$ cat src/rtl/pipe_pkg.sv
// Shared definitions for the elastic pipeline stage registers of the core.
package pipe_pkg;

  typedef enum logic [1:0] {
    EMPTY = 2'd0,
    ONE   = 2'd1,
    FULL  = 2'd2
  } occ_t;

  localparam int CTRL_W_MAX = 32;
  localparam logic [CTRL_W_MAX-1:0] CTRL_NOP = '0;

  // Per-boundary widths: ID/EX carries rs1, rs2, imm; EX/MEM and MEM/WB carry two words plus rd.
  localparam int ID_EX_CTRL_W  = 5;
  localparam int ID_EX_DATA_W  = 96;
  localparam int EX_MEM_CTRL_W = 5;
  localparam int EX_MEM_DATA_W = 69;
  localparam int MEM_WB_CTRL_W = 2;
  localparam int MEM_WB_DATA_W = 69;

  function automatic occ_t occ_of(input logic main_valid, input logic skid_valid);
    if (skid_valid) return FULL;
    if (main_valid) return ONE;
    return EMPTY;
  endfunction

endpackage

$ cat src/rtl/pipe_stage_skid_if.sv
// Valid/ready handshake bundle between two pipeline stages through one stage register.
interface pipe_stage_skid_if #(
  parameter int DATA_W = 32,
  parameter int CTRL_W = 5
);
  logic              in_valid_i;
  logic              in_ready_o;
  logic [CTRL_W-1:0] in_ctrl_i;
  logic [DATA_W-1:0] in_data_i;
  logic              out_valid_o;
  logic              out_ready_i;
  logic [CTRL_W-1:0] out_ctrl_o;
  logic [DATA_W-1:0] out_data_o;

  modport slave (
    input  in_valid_i, in_ctrl_i, in_data_i, out_ready_i,
    output in_ready_o, out_valid_o, out_ctrl_o, out_data_o
  );

  modport master (
    output in_valid_i, in_ctrl_i, in_data_i, out_ready_i,
    input  in_ready_o, out_valid_o, out_ctrl_o, out_data_o
  );
endinterface

$ cat src/rtl/pipe_entry_reg.sv
// One held pipeline entry: valid, ctrl and data with load and clear.
module pipe_entry_reg #(
  parameter int DATA_W = 32,
  parameter int CTRL_W = 5
) (
  input  logic              clk,
  input  logic              rst,
  input  logic              clr,
  input  logic              load,
  input  logic [CTRL_W-1:0] ctrl_d,
  input  logic [DATA_W-1:0] data_d,
  output logic              valid,
  output logic [CTRL_W-1:0] ctrl,
  output logic [DATA_W-1:0] data
);

  // Clear kills the entry but leaves the payload alone; only reset zeroes data.
  always_ff @(posedge clk) begin
    if (rst) begin
      valid <= 1'b0;
      ctrl  <= '0;
      data  <= '0;
    end else if (clr) begin
      valid <= 1'b0;
      ctrl  <= '0;
    end else if (load) begin
      valid <= 1'b1;
      ctrl  <= ctrl_d;
      data  <= data_d;
    end
  end

endmodule

$ cat src/rtl/pipe_stage_skid.sv
// Two-entry skid-buffered pipeline register with flush; in_ready comes straight from a flop.
module pipe_stage_skid
  import pipe_pkg::*;
#(
  parameter int DATA_W = 32,
  parameter int CTRL_W = 5
) (
  input  logic                     clk,
  input  logic                     rst,
  input  logic                     flush_i,
  pipe_stage_skid_if.slave         bus,
  output logic [1:0]               occupancy_o
);

  logic              main_valid, skid_valid;
  logic [CTRL_W-1:0] main_ctrl, skid_ctrl, main_ctrl_d;
  logic [DATA_W-1:0] main_data, skid_data, main_data_d;
  logic              main_load, main_clr, skid_load, skid_clr, main_from_skid;
  logic              accept, drain;
  occ_t              state;

  assign state  = occ_of(main_valid, skid_valid);
  assign accept = bus.in_valid_i & ~skid_valid;
  assign drain  = main_valid & bus.out_ready_i;

  always_comb begin
    main_load      = 1'b0;
    main_clr       = 1'b0;
    skid_load      = 1'b0;
    skid_clr       = 1'b0;
    main_from_skid = 1'b0;
    if (flush_i) begin
      main_clr = 1'b1;
      skid_clr = 1'b1;
    end else begin
      case (state)
        EMPTY: main_load = accept;
        ONE: begin
          if (drain) begin
            main_load = accept;
            main_clr  = ~accept;
          end else begin
            skid_load = accept;
          end
        end
        FULL: begin
          if (drain) begin
            main_load      = 1'b1;
            main_from_skid = 1'b1;
            skid_clr       = 1'b1;
          end
        end
        default: ;
      endcase
    end
  end

  assign main_ctrl_d = main_from_skid ? skid_ctrl : bus.in_ctrl_i;
  assign main_data_d = main_from_skid ? skid_data : bus.in_data_i;

  pipe_entry_reg #(.DATA_W(DATA_W), .CTRL_W(CTRL_W)) u_main (
    .clk    (clk),
    .rst    (rst),
    .clr    (main_clr),
    .load   (main_load),
    .ctrl_d (main_ctrl_d),
    .data_d (main_data_d),
    .valid  (main_valid),
    .ctrl   (main_ctrl),
    .data   (main_data)
  );

  pipe_entry_reg #(.DATA_W(DATA_W), .CTRL_W(CTRL_W)) u_skid (
    .clk    (clk),
    .rst    (rst),
    .clr    (skid_clr),
    .load   (skid_load),
    .ctrl_d (bus.in_ctrl_i),
    .data_d (bus.in_data_i),
    .valid  (skid_valid),
    .ctrl   (skid_ctrl),
    .data   (skid_data)
  );

  assign bus.in_ready_o  = ~skid_valid;
  assign bus.out_valid_o = main_valid;
  assign bus.out_ctrl_o  = main_valid ? main_ctrl : CTRL_NOP[CTRL_W-1:0];
  assign bus.out_data_o  = main_data;
  assign occupancy_o     = state;

endmodule

$ cat src/flat_wrapper.sv
// flat-port wrapper written by rule: the top's interface ports become plain ports
module pipe_stage_skid_flat import pipe_pkg::*;
#(
  parameter int DATA_W = 32,
  parameter int CTRL_W = 5
)
  (clk, rst, flush_i, occupancy_o, bus_in_valid_i, bus_in_ctrl_i, bus_in_data_i, bus_out_ready_i, bus_in_ready_o, bus_out_valid_o, bus_out_ctrl_o, bus_out_data_o);
  pipe_stage_skid_if #(.DATA_W(DATA_W), .CTRL_W(CTRL_W)) bus_i ();
  input  logic clk;
  input  logic rst;
  input  logic flush_i;
  output logic [1:0] occupancy_o;
  input wire logic [$bits(bus_i.in_valid_i)-1:0] bus_in_valid_i;
  input wire logic [$bits(bus_i.in_ctrl_i)-1:0] bus_in_ctrl_i;
  input wire logic [$bits(bus_i.in_data_i)-1:0] bus_in_data_i;
  input wire logic [$bits(bus_i.out_ready_i)-1:0] bus_out_ready_i;
  output wire logic [$bits(bus_i.in_ready_o)-1:0] bus_in_ready_o;
  output wire logic [$bits(bus_i.out_valid_o)-1:0] bus_out_valid_o;
  output wire logic [$bits(bus_i.out_ctrl_o)-1:0] bus_out_ctrl_o;
  output wire logic [$bits(bus_i.out_data_o)-1:0] bus_out_data_o;
  assign bus_i.in_valid_i = bus_in_valid_i;
  assign bus_i.in_ctrl_i = bus_in_ctrl_i;
  assign bus_i.in_data_i = bus_in_data_i;
  assign bus_i.out_ready_i = bus_out_ready_i;
  assign bus_in_ready_o = bus_i.in_ready_o;
  assign bus_out_valid_o = bus_i.out_valid_o;
  assign bus_out_ctrl_o = bus_i.out_ctrl_o;
  assign bus_out_data_o = bus_i.out_data_o;
  pipe_stage_skid #(.DATA_W(DATA_W), .CTRL_W(CTRL_W)) u_core (.clk(clk), .rst(rst), .flush_i(flush_i), .bus(bus_i), .occupancy_o(occupancy_o));
endmodule
$ cat config.mk
export PLATFORM = sky130hd
export DESIGN_NAME = pipe_stage_skid_flat
export DESIGN_NICKNAME = d
export VERILOG_FILES = /design/src/rtl/pipe_pkg.sv /design/src/rtl/pipe_stage_skid_if.sv /design/src/rtl/pipe_entry_reg.sv /design/src/rtl/pipe_stage_skid.sv /design/src/flat_wrapper.sv
export SDC_FILE = /design/constraint.sdc
export NUM_CORES = 1
export LEC_CHECK = 0
export ABC_CLOCK_PERIOD_IN_PS = 1850
export BUFFER_PORTS_ARGS = -buffer_cell sky130_fd_sc_hd__clkbuf_2
export CAP_MARGIN = 20
export CORE_MARGIN = 5
export CORE_UTILIZATION = 54
export CTS_CLUSTER_DIAMETER = 60
export DETAILED_ROUTE_END_ITERATION = 8
export MAX_ROUTING_LAYER = met4
export PLACE_DENSITY_LB_ADDON = 0.08
export SLEW_MARGIN = 20
export SYNTH_ARGS = -nofsm -noshare
export SYNTH_HDL_FRONTEND = slang
export SYNTH_SLANG_ARGS = --single-unit
$ cat constraint.sdc
create_clock -name clk -period 1.85 [get_ports clk]
set_clock_uncertainty 0.05 [all_clocks]
set_input_delay 0.2775 -clock clk [delete_from_list [all_inputs] [get_ports clk]]
set_output_delay 0.2775 -clock clk [all_outputs]
set_load 0.01 [all_outputs]
* Word level (Yosys, flattened, before mapping) *
Cells that the tools add are included.

storage, ports and cells
  bits in registers = 76
  bits of input ports = 42
  output and inout bits = 41

operators by class
  equality and inequality tests = 2
  muxes and demuxes = 23
  bitwise operators = 6
  reduce and logical (&&, ||, !) cells = 5

operators by type and width
  kind                                                                    count
  32-bit two-way mux                                                      1
  1-bit two-way mux                                                       15
  5-bit two-way mux                                                       2
  2-bit two-way mux                                                       4
  1-bit inverter                                                          4
  2-bit AND reduction                                                     2
  2-bit OR reduction                                                      2
  1-bit one-hot mux with 3 select lines                                   1
  1-bit AND                                                               2
  2-bit by 1-bit equality test with 1-bit output (second input constant)  1
  2-bit equality test (second input constant)                             1
  2-bit logical NOT                                                       1

* Logic depth before layout (Yosys ltp) *
Gate-level depths: netlist of run 1.

  word-level depth = 9
  gate-level depth with buffers = 6

* Hierarchy *
Synthesis of run 1 repeated with hierarchy kept, for this count alone.

unflattened totals
  cell total of the unflattened synthesis = 390
  area total of the unflattened synthesis = 4046.4 um^2

modules (own cells, without submodules)
  module           times used  cells each  area each (um^2)
  pipe_entry_reg   2           166         1669.1
  pipe_stage_skid  1           58          708.2

* Least setup slack after synthesis of run 1 *
Ideal clock, no wire load.

  path kind = reg2reg
  start = register u_core.u_main.valid
  end = register u_core.u_main.ctrl[3]
  setup time = 0.088 ns
  arrival time = 1.283 ns
  required time = 1.712 ns
  setup slack = 0.429 ns
  cell stages (with the launch flop) = 5
  clock period less this slack = 1.421 ns
  cell sequence = dfxtp_1 -> buf_6 -> nor2b_4 -> a311o_4 -> a311oi_2

on the way
  cells in the longest elaborated chain, start to end = 8
  elaborated cells between the ends (all ways) = 20
  classes of those cells = 2 x eq/ne; 15 x mux; 1 x bitwise; 2 x reduce/logical

ends and longest elaborated chain
  item                                                                                          RTL line               RTL
  start: declaration                                                                            pipe_entry_reg.sv:12   output logic valid,
  start signal: assignment                                                                      pipe_entry_reg.sv:20   valid <= 1'b0;
  start signal: assignment                                                                      pipe_entry_reg.sv:24   valid <= 1'b0;
  start signal: assignment                                                                      pipe_entry_reg.sv:27   valid <= 1'b1;
  1-bit two-way mux (2 in a row)                                                                pipe_pkg.sv:23         if (main_valid) return ONE;
  2-bit two-way mux *                                                                           pipe_pkg.sv:24         return EMPTY;
  2-bit two-way mux *                                                                           pipe_pkg.sv:23
  via occupancy_o[0]                                                                            flat_wrapper.sv:12     output logic [1:0] occupancy_o;
  2-bit equality test / 2-bit by 1-bit equality test with 1-bit output (equally long branches)  pipe_stage_skid.sv:36  case (state)
  1-bit two-way mux                                                                             pipe_stage_skid.sv:36
  1-bit two-way mux                                                                             pipe_stage_skid.sv:32  if (flush_i) begin
  5-bit two-way mux / 2-bit OR reduction (equally long branches)                                --
  end signal: assignment                                                                        pipe_entry_reg.sv:28   ctrl <= ctrl_d;
  end: declaration                                                                              pipe_entry_reg.sv:13   output logic [CTRL_W-1:0] ctrl,

The timed path passes the listed nets; every way through them passes the cells marked *. The select of a mux whose other input is x is not followed.
A chain may end at the register's enable or synchronous reset.

* Worst setup path in the final report of run 1 *
  start = register u_core.u_main.valid
  end = output occupancy_o[0]

on the way
  cells in the longest elaborated chain, start to end = 4
  elaborated cells between the ends (all ways) = 5
  classes of those cells = 5 x mux

ends and longest elaborated chain
  item                            RTL line
  1-bit two-way mux (2 in a row)  pipe_pkg.sv:23
  2-bit two-way mux *             pipe_pkg.sv:24
  2-bit two-way mux *             pipe_pkg.sv:23
  end: declaration                flat_wrapper.sv:12

Mark *: on every way between the ends. The rest lies on a longest branch, timed or not. The select of a mux whose other input is x is not followed.

==> impl_metrics.yaml, run 1 <==
timing:
  post-route-worst-setup-slack_ps: 161
  hold_violations: 0
  max_freq_mhz: 592
  tightest_slew_ps: 720
  setup_tns_ps: 0
  rsz0062_at_grt: "no"
  finalHoldWorstSlack_ps: 129
  post-route-period-util_pct: 91.3
  maxSlewViolCount: 0
  period_needed_ps: 1690
  finalSetupViolCount: 0
  maxSlewHeadroom_pct: 52.0
die:
  placeableCoreArea_sq_um: 6420
  ioPinCount: 83
  die_h_um: 91.7
  initial_core_util_pct: 56.1
  die_x_um: 91.7
  rows: 29
  die_area_sq_um: 8410
power_and_ir_drop:
  ir_worst_vdd_v: 0.000435
  power.density_nw_per_um2: 789
  p_leak_nw: 1.61
yosys:
  yosysSeqAreaShare_pct: 42.2
  synth-main-ff-cell: "dfxtp_1"
  synth_area_sq_um: 3600
  ys_ff_latch: 76
  synth_nets: 450
  yosys_warnings: 0
  syn_inst: 408
  synth_edf_count: 0
  yosys.cell_types.count: 29
  avgSynthCellArea_sq_um: 8.83
  async_reset_ff_share_pct: 0
placement:
  dp_cells: 539
  numPortBuffers: 82
  pre_cts_ws_ps: 193
  gp_congestion: 0.813
  place_hpwl_mm: 6.17
cts:
  cts_buffer_depth: 2
  cts_tree: "built"
  root_buffer: "clkbuf_8"
  htreeDepth: 3
  cts_buffers: 9
  cts_resized: 0
  cts.sinks: 76
  post_cts_buffers: 0
  clk_pin_slew_ps: 80
  holdBufCountCts: 0
  insertion_delay_ps: 340
global_routing:
  grt_pass1_wl_mm: 16.3
  overflow: 0
  grt_usage_pct: 24.5
  grt_max_degree: 65
  grt_pass1_vias: 3294
  antenna_found_initial: 0
worst_setup_path:
  cp_max_fo: 15
  r2r.worst_path.cells: 4
  critPathLaunchType: "flip-flop"
  cp.required_ps: 1520
  critPathKind: "flip-flop to primary output"
  end_kind: "primary output"
  crit_arrival_ps: 1360
finish:
  final_util_pct: 64.9
  area_growth_pct: 15.7
  num_antenna_cells: 0
  final_nets: 515
  fin_cells: 554
  final_common_cell: "clkbuf_2"
  layout_common_cells: "clkbuf_2 (81), dfxtp_1 (76), nand2_1 (75)"
  drive_above_1_share_pct: 32.1
route:
  drt_pass1_iterations: 6
  first_iter_violations: 312
  wirelength_mm: 9.80
  routed.top_layer: "met4"
  vias: 3367
  met2_length_mm: 4.72
  viasPerCell: 6.08
  dr_wl_met3_um: 613
  drc: 0
  met1Wirelength_mm: 4.36
  routedWlPerCell_um: 17.7
  ant_nets: 0
flow_run:
  drv_cap: 0
run_status:
  status: "finished clean"
worst_hold_path:
  whs_path_depth: 3
  hp-class: "input pin to flip-flop"
[cells in the mapped netlist (2+ instances only)]
master / count / area (sq um)
buf_4: 10 / 75.1
buf_2: 16 / 80.1
inv_1: 2 / 7.51
and2_1: 5 / 31.3
a21oi_1: 38 / 190
buf_6: 9 / 101
dfxtp_1: 76 / 1520
nand2_1: 75 / 282
clkbuf_1: 13 / 48.8
nand3_1: 37 / 185
o21ai_1: 2 / 10.0
nand2b_1: 2 / 12.5
a311oi_1: 6 / 52.6
a311oi_2: 31 / 465
a31oi_1: 37 / 231
o21ai_0: 36 / 180
[through the flow]
stage | total power [mW] | area, sq um
final | 3.29 | 4170
after global placement | 2.19 | 4000
after global routing | 3.43 | 4170
after floorplan | 2.03 | 3600
after CTS | 3.30 | 4170
after detailed placement | 2.20 | 4000
[path summary, 6_finish.rpt]
kind	slack, ps	to	startpoint
worst max-delay path	160	occupancy_o[0]	u_core.u_main.valid
worst min-delay path	130	u_core.u_skid.data[6]	bus_in_data_i[6]
worst max register to register	180	u_core.u_main.data[17]	u_core.u_main.valid
worst min register to register	430	u_core.u_skid.data[29]	u_core.u_skid.data[29]
[logic make-up after synthesis]
family                 after synthesis  synth area share (%)
and+or+nand+nor                    126                  16.2
AOI/OAI and AO/OA                  154                  32.7
buffers and inverters               52                  8.92
DFF                                 76                  42.2
[sequential cells by signal, indices dropped and copies added, names as in the netlist]
name / flops
u_core.u_main.data: 32
u_core.u_skid.data: 32
u_core.u_main.ctrl: 5
u_core.u_skid.ctrl: 5
u_core.u_main.valid: 1
u_core.u_skid.valid: 1
[layout make-up]
type	instances	area [sq um]
clock buffer	13	159
clock inverter	2	10.0
tap	77	96.3
inverter	3	11.3
multi-input combinational	280	1760
fill	571	2250
timing repair buffer	103	606
sequential	76	1520
[worst max-delay path, cell delays in order, from the launching register on]
cell	delay, ps
dfxtp_1	620
nor2b_4	260
clkbuf_2	150
[layer usage]
metal / vias up / track usage [%]
li1: 1631 / -
met1: 1603 / 31.3
met2: 125 / 39.2
met3: 8 / 4.09
met4: 0 / 8.66
met5: - / -
[where the power goes]
part | switching, mW | total [mW] | internal, mW
sequential | 0.0337 | 1.73 | 1.69
clock | 0.577 | 1.13 | 0.551
combinational | 0.255 | 0.434 | 0.179
(Power assumes the default switching activity.)
==> run 2, diff against run 1 <==
- ABC_CLOCK_PERIOD_IN_PS: 1850 -> 1930
- PLACE_DENSITY: default -> 0.87
- PLACE_DENSITY_LB_ADDON: 0.08 -> default
- clock period: 1.85 -> 1.93 ns (I/O delays scaled with it)
==> impl_metrics.yaml, run 2 (same netlist as run 1, synthesis figures left out) <==
finish:
  num_antenna_cells: 0
  area_growth_pct: 17.8
  final_util_pct: 66.1
  final_nets: 518
  largest_registers: "u_core.u_main.data: 32 flops, u_core.u_skid.data: 32 flops"
  drive_above_1_share_pct: 33.1
  final_common_cell: "clkbuf_2"
  fillers: 535
  layout_common_cells: "clkbuf_2 (81), dfxtp_1 (76), nand2_1 (75)"
worst_setup_path:
  crit_arrival_ps: 1960
  cp.required_ps: 2160
  critPathLaunchType: "flip-flop"
  crit-reg2reg-launch: "u_core.u_main.valid"
  worst-r2r-setup-slack_ps: 190
  end_kind: "flip-flop"
  worstReg2RegEnd: "u_core.u_skid.data[18]"
  r2r.worst_path.cells: 5
  crit_path_start: "u_core.u_main.valid"
  cp_max_fo: 11
  critPathKind: "flip-flop to flip-flop"
global_routing:
  grt_pass1_vias: 3373
  use_met2_pct: 38.7
  overflow: 0
  grt-busiest-layer: "met2"
  antenna_found_initial: 0
  grt_usage_pct: 24.3
  grt_pass1_wl_mm: 16.3
  use_met1_pct: 31.5
  grt_max_degree: 49
  met3_usage_pct: 4.83
power_and_ir_drop:
  ir_worst_vdd_v: 0.000489
  power_frac_seq_pct: 47.4
  p_clk_share_pct: 40.6
  p_leak_nw: 1.65
  power.density_nw_per_um2: 822
  p_sw_share_pct: 24.9
  p_int_mw: 2.62
  finalPower_mw: 3.49
  power.switching_uw: 868
  p_comb_share_pct: 12.0
worst_hold_path:
  hp-class: "input pin to flip-flop"
  whs_path_depth: 3
  min_to: "u_core.u_skid.ctrl[0]"
  hold_start: "bus_in_ctrl_i[0]"
cts:
  post_cts_buffers: 0
  cts_resized: 0
  clk_pin_slew_ps: 70
  root_buffer: "clkbuf_8"
  cts_buffer_depth: 2
  cts_buffers: 9
  holdBufCountCts: 0
  cts.sinks: 76
  htreeDepth: 3
  cts_tree: "built"
  insertion_delay_ps: 350
timing:
  tightest_slew_ps: 686
  finalSetupViolCount: 0
  period_needed_ps: 1740
  max_freq_mhz: 576
  setup_tns_ps: 0
  maxSlewViolCount: 0
  post-route-period-util_pct: 90.0
  maxSlewHeadroom_pct: 54.2
  rsz0062_at_grt: "no"
  hold_violations: 0
die:
  placeableCoreArea_sq_um: 6420
  ioPinCount: 83
  die_h_um: 91.7
  die_x_um: 91.7
  initial_core_util_pct: 56.1
  rows: 29
  die_area_sq_um: 8410
placement:
  numPortBuffers: 82
  place_hpwl_mm: 6.58
  gp_congestion: 0.842
route:
  drc: 0
  viasPerCell: 6.21
  vias: 3467
  routedWlPerCell_um: 17.4
  wirelength_mm: 9.74
  first_iter_violations: 200
  ant_nets: 0
  drt_pass1_iterations: 5
run_status:
  status: "finished clean"
flow_run:
  drv_cap: 0
run 2: worst max-delay path by stage:
stage                        endpoint  slack, ps  depth (start not counted)
3_3_place_gp   u_core.u_skid.data[30]        270                          5
3_5_place_dp   u_core.u_skid.data[27]        210                          5
4_1_cts        u_core.u_skid.data[17]        200                          5
2_1_floorplan   u_core.u_main.ctrl[3]        510                          4
6_report       u_core.u_skid.data[18]        190                          5
5_1_grt         u_core.u_skid.data[1]         40                          5
run 2: layer usage:
| metal | up-vias | routed length [um] |
|---|---|---|
| met5 | - | 0 |
| li1 | 1638 | - |
| met2 | 163 | 4710 |
| met4 | 0 | 94 |
| met3 | 15 | 724 |
| met1 | 1651 | 4210 |
run 2: power by group through the flow:
stage	registers [mW]	clock network, mW	logic [mW]
global placement	1.69	0	0.402
floorplan	1.71	0	0.240
CTS	1.65	1.42	0.419
global route	1.66	1.50	0.454
detailed placement	1.69	0	0.417
finish	1.65	1.42	0.417
run 2: area by class of cell:
cell class,count,area (sq um),share of cell area [%]
Timing Repair Buffer,106,616,14.5
Inverter,3,11.3,0.265
Multi-Input combinational cell,280,1760,41.6
Sequential cell,76,1520,35.8
Clock inverter,4,70.1,1.65
Clock buffer,12,165,3.89
Tap cell,77,96.3,2.27
run 2: worst max-delay path: stages (launching register included):
cell and delay, ps:
dfxtp_1 460, buf_4 200, and4bb_1 440, buf_4 250, nand3_1 90, a21oi_1 170
run 2: per-stage QoR:
stage / instances / worst slack [ps] / hold WS [ps] / cell area, sq um
final: 558 / 193 / 132 / 4240
after global routing: 558 / 37.9 / 130 / 4240
after CTS: 558 / 199 / 125 / 4240
after detailed placement: 542 / 211 / 418 / 4010
after global placement: 542 / 268 / 411 / 4010
after floorplan: 408 / 509 / 318 / 3600
